**src/rtl/serial2parallel_in_if.sv**
```systemverilog
// Byte stream in, operand pair out: the handshake bundle between the byte source,
// the operand collector and the divider core.
interface serial2parallel_in_if;
    logic        in_valid;
    logic [7:0]  data_i;
    logic        sign_i;
    logic        in_ready;
    logic [64:0] dividend_o;
    logic [64:0] divisor_o;
    logic        div_zero;
    logic        op_valid;
    logic        op_ready;

    modport master (
        output in_valid, data_i, sign_i, op_ready,
        input  in_ready, dividend_o, divisor_o, div_zero, op_valid
    );

    modport slave (
        input  in_valid, data_i, sign_i, op_ready,
        output in_ready, dividend_o, divisor_o, div_zero, op_valid
    );
endinterface

```
**src/rtl/serial2parallel_in.sv**
```systemverilog
// Collects a 16-byte frame (dividend then divisor, LSB-first) into two 65-bit
// {sign, magnitude} operands and presents them to the divider with valid/ready.
module serial2parallel_in (
    input  logic                  clk,
    input  logic                  rst_n,
    input  logic                  flush,
    serial2parallel_in_if.slave   bus
);

    typedef enum logic [1:0] {
        LOAD_A = 2'd0,
        LOAD_B = 2'd1,
        HOLD   = 2'd2
    } state_t;

    state_t      state;
    logic [2:0]  cnt;
    logic [63:0] mag_a;
    logic [63:0] mag_b;
    logic        sign_a;
    logic        sign_b;
    logic        div_zero_q;
    logic [63:0] mag_b_next;
    logic        take;

    assign take       = bus.in_valid && (state != HOLD);
    assign mag_b_next = {bus.data_i, mag_b[63:8]};

    always_ff @(posedge clk or negedge rst_n) begin
        if (!rst_n) begin
            state      <= LOAD_A;
            cnt        <= '0;
            mag_a      <= '0;
            mag_b      <= '0;
            sign_a     <= 1'b0;
            sign_b     <= 1'b0;
            div_zero_q <= 1'b0;
        end else if (flush) begin
            // Operand registers are left alone; the next frame overwrites them.
            state      <= LOAD_A;
            cnt        <= '0;
            div_zero_q <= 1'b0;
        end else begin
            case (state)
                LOAD_A: begin
                    if (take) begin
                        mag_a <= {bus.data_i, mag_a[63:8]};
                        if (cnt == 3'd0) sign_a <= bus.sign_i;
                        cnt <= cnt + 3'd1;
                        if (cnt == 3'd7) state <= LOAD_B;
                    end
                end
                LOAD_B: begin
                    if (take) begin
                        mag_b <= mag_b_next;
                        if (cnt == 3'd0) sign_b <= bus.sign_i;
                        cnt <= cnt + 3'd1;
                        if (cnt == 3'd7) begin
                            state      <= HOLD;
                            div_zero_q <= (mag_b_next == '0);
                        end
                    end
                end
                HOLD: begin
                    if (bus.op_ready) begin
                        state      <= LOAD_A;
                        cnt        <= '0;
                        div_zero_q <= 1'b0;
                    end
                end
                default: begin
                    state <= LOAD_A;
                    cnt   <= '0;
                end
            endcase
        end
    end

    assign bus.in_ready   = (state != HOLD);
    assign bus.op_valid   = (state == HOLD);
    assign bus.div_zero   = div_zero_q;
    assign bus.dividend_o = {sign_a, mag_a};
    assign bus.divisor_o  = {sign_b, mag_b};

endmodule

```
**src/flat_wrapper.sv**
```systemverilog
// flat-port wrapper written by rule: the top's interface ports become plain ports
module serial2parallel_in_flat 
  (clk, rst_n, flush, bus_in_valid, bus_data_i, bus_sign_i, bus_op_ready, bus_in_ready, bus_dividend_o, bus_divisor_o, bus_div_zero, bus_op_valid);
  serial2parallel_in_if bus_i ();
  input  logic clk;
  input  logic rst_n;
  input  logic flush;
  input wire logic [$bits(bus_i.in_valid)-1:0] bus_in_valid;
  input wire logic [$bits(bus_i.data_i)-1:0] bus_data_i;
  input wire logic [$bits(bus_i.sign_i)-1:0] bus_sign_i;
  input wire logic [$bits(bus_i.op_ready)-1:0] bus_op_ready;
  output wire logic [$bits(bus_i.in_ready)-1:0] bus_in_ready;
  output wire logic [$bits(bus_i.dividend_o)-1:0] bus_dividend_o;
  output wire logic [$bits(bus_i.divisor_o)-1:0] bus_divisor_o;
  output wire logic [$bits(bus_i.div_zero)-1:0] bus_div_zero;
  output wire logic [$bits(bus_i.op_valid)-1:0] bus_op_valid;
  assign bus_i.in_valid = bus_in_valid;
  assign bus_i.data_i = bus_data_i;
  assign bus_i.sign_i = bus_sign_i;
  assign bus_i.op_ready = bus_op_ready;
  assign bus_in_ready = bus_i.in_ready;
  assign bus_dividend_o = bus_i.dividend_o;
  assign bus_divisor_o = bus_i.divisor_o;
  assign bus_div_zero = bus_i.div_zero;
  assign bus_op_valid = bus_i.op_valid;
  serial2parallel_in u_core (.clk(clk), .rst_n(rst_n), .flush(flush), .bus(bus_i));
endmodule
```
**config.mk**
```make
export PLATFORM = sky130hd
export DESIGN_NAME = serial2parallel_in_flat
export DESIGN_NICKNAME = d
export VERILOG_FILES = /design/src/rtl/serial2parallel_in_if.sv /design/src/rtl/serial2parallel_in.sv /design/src/flat_wrapper.sv
export SDC_FILE = /design/constraint.sdc
export NUM_CORES = 1
export LEC_CHECK = 0
export BUFFER_PORTS_ARGS = -buffer_cell sky130_fd_sc_hd__buf_2
export CAP_MARGIN = 25
export CELL_PAD_IN_SITES_DETAIL_PLACEMENT = 1
export CELL_PAD_IN_SITES_GLOBAL_PLACEMENT = 1
export CORE_MARGIN = 1
export CORE_UTILIZATION = 43
export DETAILED_ROUTE_END_ITERATION = 12
export GPL_TIMING_DRIVEN = 0
export PLACE_DENSITY = 0.82
export SLEW_MARGIN = 0
export SYNTH_ARGS = -nofsm -noshare
export SYNTH_HDL_FRONTEND = slang
export SYNTH_SLANG_ARGS = --single-unit
```
**constraint.sdc**
```tcl
create_clock -name clk -period 2.1 [get_ports clk]
set_clock_uncertainty 0.05 [all_clocks]
set_input_delay 0 -clock clk [delete_from_list [all_inputs] [get_ports clk]]
set_output_delay 0 -clock clk [all_outputs]
set_load 0.01 [all_outputs]
```
## Word-level counts from Yosys, hierarchy flattened

Index checks and enable logic that the tools add are counted.

| operators by class | value |
|---|---|
| add/sub/neg operators | 1 |
| eq/ne operators | 10 |
| mux-type cells | 16 |
| bitwise gates (word level) | 1 |
| reduce and logical (&&, ||, !) cells | 13 |

Operator list:

| kind | count |
|---|---|
| 64-bit logical NOT | 1 |
| 2-bit two-way mux | 6 |
| 3-bit by 2-bit inequality test with 1-bit output, second input constant | 4 |
| 4-bit AND reduction | 3 |
| 3-bit two-way mux | 3 |
| 2-bit one-hot mux with 3 select lines | 1 |
| 3-bit one-hot mux with 2 select lines | 1 |
| 3-bit AND reduction | 2 |
| 5-bit AND reduction | 1 |
| 1-bit two-way mux | 4 |
| 3-bit by 1-bit adder with 3-bit output, second input constant | 1 |
| 3-bit equality test, second input constant | 1 |
| 3-bit logical NOT | 1 |
| 3-bit by 1-bit inequality test with 1-bit output, second input constant | 1 |
| 3-bit inequality test, second input constant | 1 |
| 3-bit nonzero test | 1 |
| 2-bit by 1-bit equality test with 1-bit output, second input constant | 1 |
| 2-bit equality test, second input constant | 1 |
| 2-bit logical NOT | 1 |
| 2-bit inequality test, second input constant | 1 |
| 1-bit one-hot mux with 2 select lines | 1 |
| 2-bit AND reduction | 1 |
| 2-bit OR reduction | 1 |
| 1-bit logical AND | 1 |
| 1-bit inverter | 1 |

| word-level totals | value |
|---|---|
| register bits | 136 |
| input bits | 14 |
| output and inout bits | 133 |
| word-level logic and storage cells | 48 |

## Depth between registers and ports, before layout

| logic depth | value |
|---|---|
| depth after elaboration | 5 |
| depth in mapped cells | 6 |
| gate-level depth less buffers | 6 |

## Worst setup path after synthesis

OpenSTA, ideal clock, no wires.

| timing path | value |
|---|---|
| kind | flip-flop to flip-flop |
| start point | register u_core.state[1] |
| end point | register u_core.mag_a[56] |
| arrival | 1.418 ns |
| slack | 0.507 ns |
| cell stages (with the launch flop) | 5 |
| buffers on the path | 2 |
| path through | dfrtp_1 -> nor4b_1 -> buf_4 -> buf_6 -> mux2_2 |

| between the ends | value |
|---|---|
| longest elaborated chain between the ends | 3 |

RTL lines:

| element | line | text |
|---|---|---|
| start, declared | serial2parallel_in.sv:16 | `state_t state;` |
| start signal, assigned | serial2parallel_in.sv:31 | `state <= LOAD_A;` |
| start signal, assigned | serial2parallel_in.sv:40 | `state <= LOAD_A;` |
| start signal, assigned | serial2parallel_in.sv:50 | `if (cnt == 3'd7) state <= LOAD_B;` |
| 2-bit inequality test | serial2parallel_in.sv:26 | `assign take = bus.in_valid && (state != HOLD);` |
| 1-bit logical AND | serial2parallel_in.sv:26 |  |
| 3-bit AND reduction (no source line) (*) | - |  |
| end signal, assigned | serial2parallel_in.sv:47 | `mag_a <= {bus.data_i, mag_a[63:8]};` |
| end, declared | serial2parallel_in.sv:18 | `logic [63:0] mag_a;` |

Mark *: on every way between the ends. The rest lies on a longest branch, timed or not.
A chain may end at the register's enable or synchronous reset.

## Worst setup path after layout

| timing path | value |
|---|---|
| start point | register u_core.state[1] |
| end point | register u_core.mag_a[61] |

The elaborated chain is that of the path after synthesis.

==> flow_summary.ini <==
[power_and_ir_drop]
p_seq_frac = 0.426
p_sw_mw = 2.23
finalPower_mw = 8.27
p_per_area_mw_per_mm2 = 1120
internal-power_mw = 6.04
total_leakage_power_nw = 3.75
comb_power_share = 0.188
ir_worst_vdd_mv = 0.720
p_clk_frac = 0.386
switching_share = 0.269

[worst_hold_path]
hp-class = in2async

[worst_setup_path]
critPathLaunchType = flop
crit_required_ns = 2.34
cp-end-kind = flop
critPathKind = reg2reg
cp_data_arrival_time_ns = 2.10
crit_path_max_fanout = 10

[clock_tree]
cts.repair.resized = 0
clk_latency_ns = 0.42
cts_setup_buffers = 0
hold_buffers = 13
cts_buffers = 17
clkTransAtPathRegs_ns = 0.06
h-tree-depth = 4
cts_sinks = 136
clock_path_buffers = 2
cts_tree = done
cts-root-buf = clkbuf_16

[final_layout]
num_antenna_cells = 0
drive_above_1_share = 0.615
fillCellCount = 1275
multi_input_area_mm2 = 0.00203
area_delta_synth_final_pct = 30.8
seq_area_mm2 = 0.00340
mostFrequentLayoutCells = 145 x buf_2, 136 x dfrtp_1, 71 x mux2_2
final_common_cell = buf_2
final_nets = 535

[timing]
fmax_mhz = 538
hold_viol_final = 0
slew_headroom = 0.631
finalCriticalPeriod_ns = 1.86
slew_viol_final = 0
worst_slack_ns = 0.241
finalCritPeriodShare = 0.885
setup_viol = 0
rsz0062_at_grt = no
tightest_slew_ns = 0.549

[run_status]
status = complete, no violations

[detailed_routing]
drt-total-wl_mm = 14.3
wl_per_cell_um = 20.4
via_count = 3558
antenna_left = 0
drt_iter0_markers = 116
drtPass1Iterations = 4
avgViaCountPerCell = 5.07
drc = 0

[floorplanning]
coreArea_mm2 = 0.0127
start_util = 0.444
die_w_um = 116
dieArea_mm2 = 0.0136
die_y_um = 116
num_io_pins = 147
rows = 41

[global_routing]
grt_overflow_total = 0
grt_max_degree = 86
grt_pass1_vias = 3891
grt_pass1_wl_mm = 22.5
grt_usage = 0.227
antenna_found_initial = 0

[logic_synthesis]
yosysTopAreaCellShare = 0.605
synth-seq-cells = 136
yosys_warnings = 0
synth_nets = 357
syn-cell-area_mm2 = 0.00563
yosysSeqAreaShare = 0.605
synth_top_cell_by_area = dfrtp_1
synthTopCellsByArea = dfrtp_1 60%, mux2_4 16%, mux2_2 14%
syn_inst = 340
yosysUniqueCellTypes = 27
synth_area_per_cell_um2 = 16.6

[place]
gp_congestion = 0.759
dp_slack_ns = 0.297
dp_hpwl_mm = 9.73
portBuffers = 145

[job]
maxCapViolCount = 0
## synthesized netlist by cell type
master    count
dfrtp_1     136
mux2_2       71
mux2_4       60
nor4_1       15
buf_6        13
inv_1         5
nand2_1       4
nor3_1        4
buf_4         3
ha_1          3
nand4_1       3
nor2_1        3
a21oi_1       2
mux2i_1       2
nand3_1       2
nor2_2        2
nor4b_1       2
a211o_1       1
and3_1        1
and4_1        1
and4b_1       1
buf_2         1
inv_2         1
nand2b_1      1
o22ai_1       1
or3_1         1
xor2_1        1
## through the flow
stage	setup TNS (ns)	instance area, um^2	utilization	cells	hold slack (ns)
floorplan	0	5630	-	340	-0.346
global placement	-109.58	6570	0.518	657	0.199
detailed placement	0	6600	0.521	658	-0.0589
CTS	0	7360	0.581	702	0.0658
global route	0	7360	0.581	702	0.104
finish	0	7360	0.581	702	0.0602
## state kept, by name, summed over array words and instances (netlist names)
register,count
u_core.mag_a,64
u_core.mag_b,64
u_core.cnt,3
u_core.state,2
u_core.bus.div_zero,1
u_core.sign_a,1
u_core.sign_b,1
## worst max-delay path: stages (launching register included)
cell and delay, ns:
dfrtp_1 0.47, nor4b_1 0.36, buf_4 0.28, buf_6 0.19
mux2_2 0.37
## routing by layer
metal	share of wire	global-route usage	wire, um	vias to the layer above
met5	0	0	0	-
met4	0.016	0.0897	226	0
met3	0.034	0.0467	487	19
met2	0.53	0.392	7650	82
met1	0.42	0.278	5940	1876
li1	-	-	-	1581
## power by group through the flow
stage | registers (mW) | logic (mW) | clock network, mW
after floorplan | 3.72 | 0.560 | 0
after global placement | 3.51 | 1.48 | 0
after detailed placement | 3.56 | 1.55 | 0
after CTS | 3.53 | 1.58 | 3.25
after global routing | 3.60 | 1.69 | 3.33
final | 3.52 | 1.55 | 3.19
## area by class of cell
type                    count  share of cell area
clock inverters             8              0.0194
flip-flops and latches    136               0.462
multi-input cells         181               0.275
well taps                 172              0.0292
clock buffers              23              0.0663
repair buffers            159               0.121
plain buffers              17              0.0236
inverters                   6             0.00306
## kinds of logic after synthesis
kind of cell	Yosys count	synth area share
mux	133	0.306
fa+ha+maj	3	0.00667
xor+xnor	1	0.00156
flops	136	0.605
simple gates	40	0.0420
buf+inv	23	0.0349
compound gates	4	0.00445
## final timing paths
kind / startpoint / depth (start not counted) / slack [ns] / endpoint
hold reg to reg: u_core.mag_a[4] / 1 / 0.45 / u_core.mag_a[4]
setup / recovery: u_core.state[1] / 4 / 0.24 / u_core.mag_a[61]
min in group clk: bus_sign_i / 3 / 0.33 / u_core.sign_b
max in group asynchronous: rst_n / 3 / 1.18 / u_core.mag_b[46]
hold / removal: rst_n / 2 / 0.06 / u_core.sign_a
setup reg to reg: u_core.state[1] / 4 / 0.24 / u_core.mag_a[61]
(Power assumes the default switching activity.)
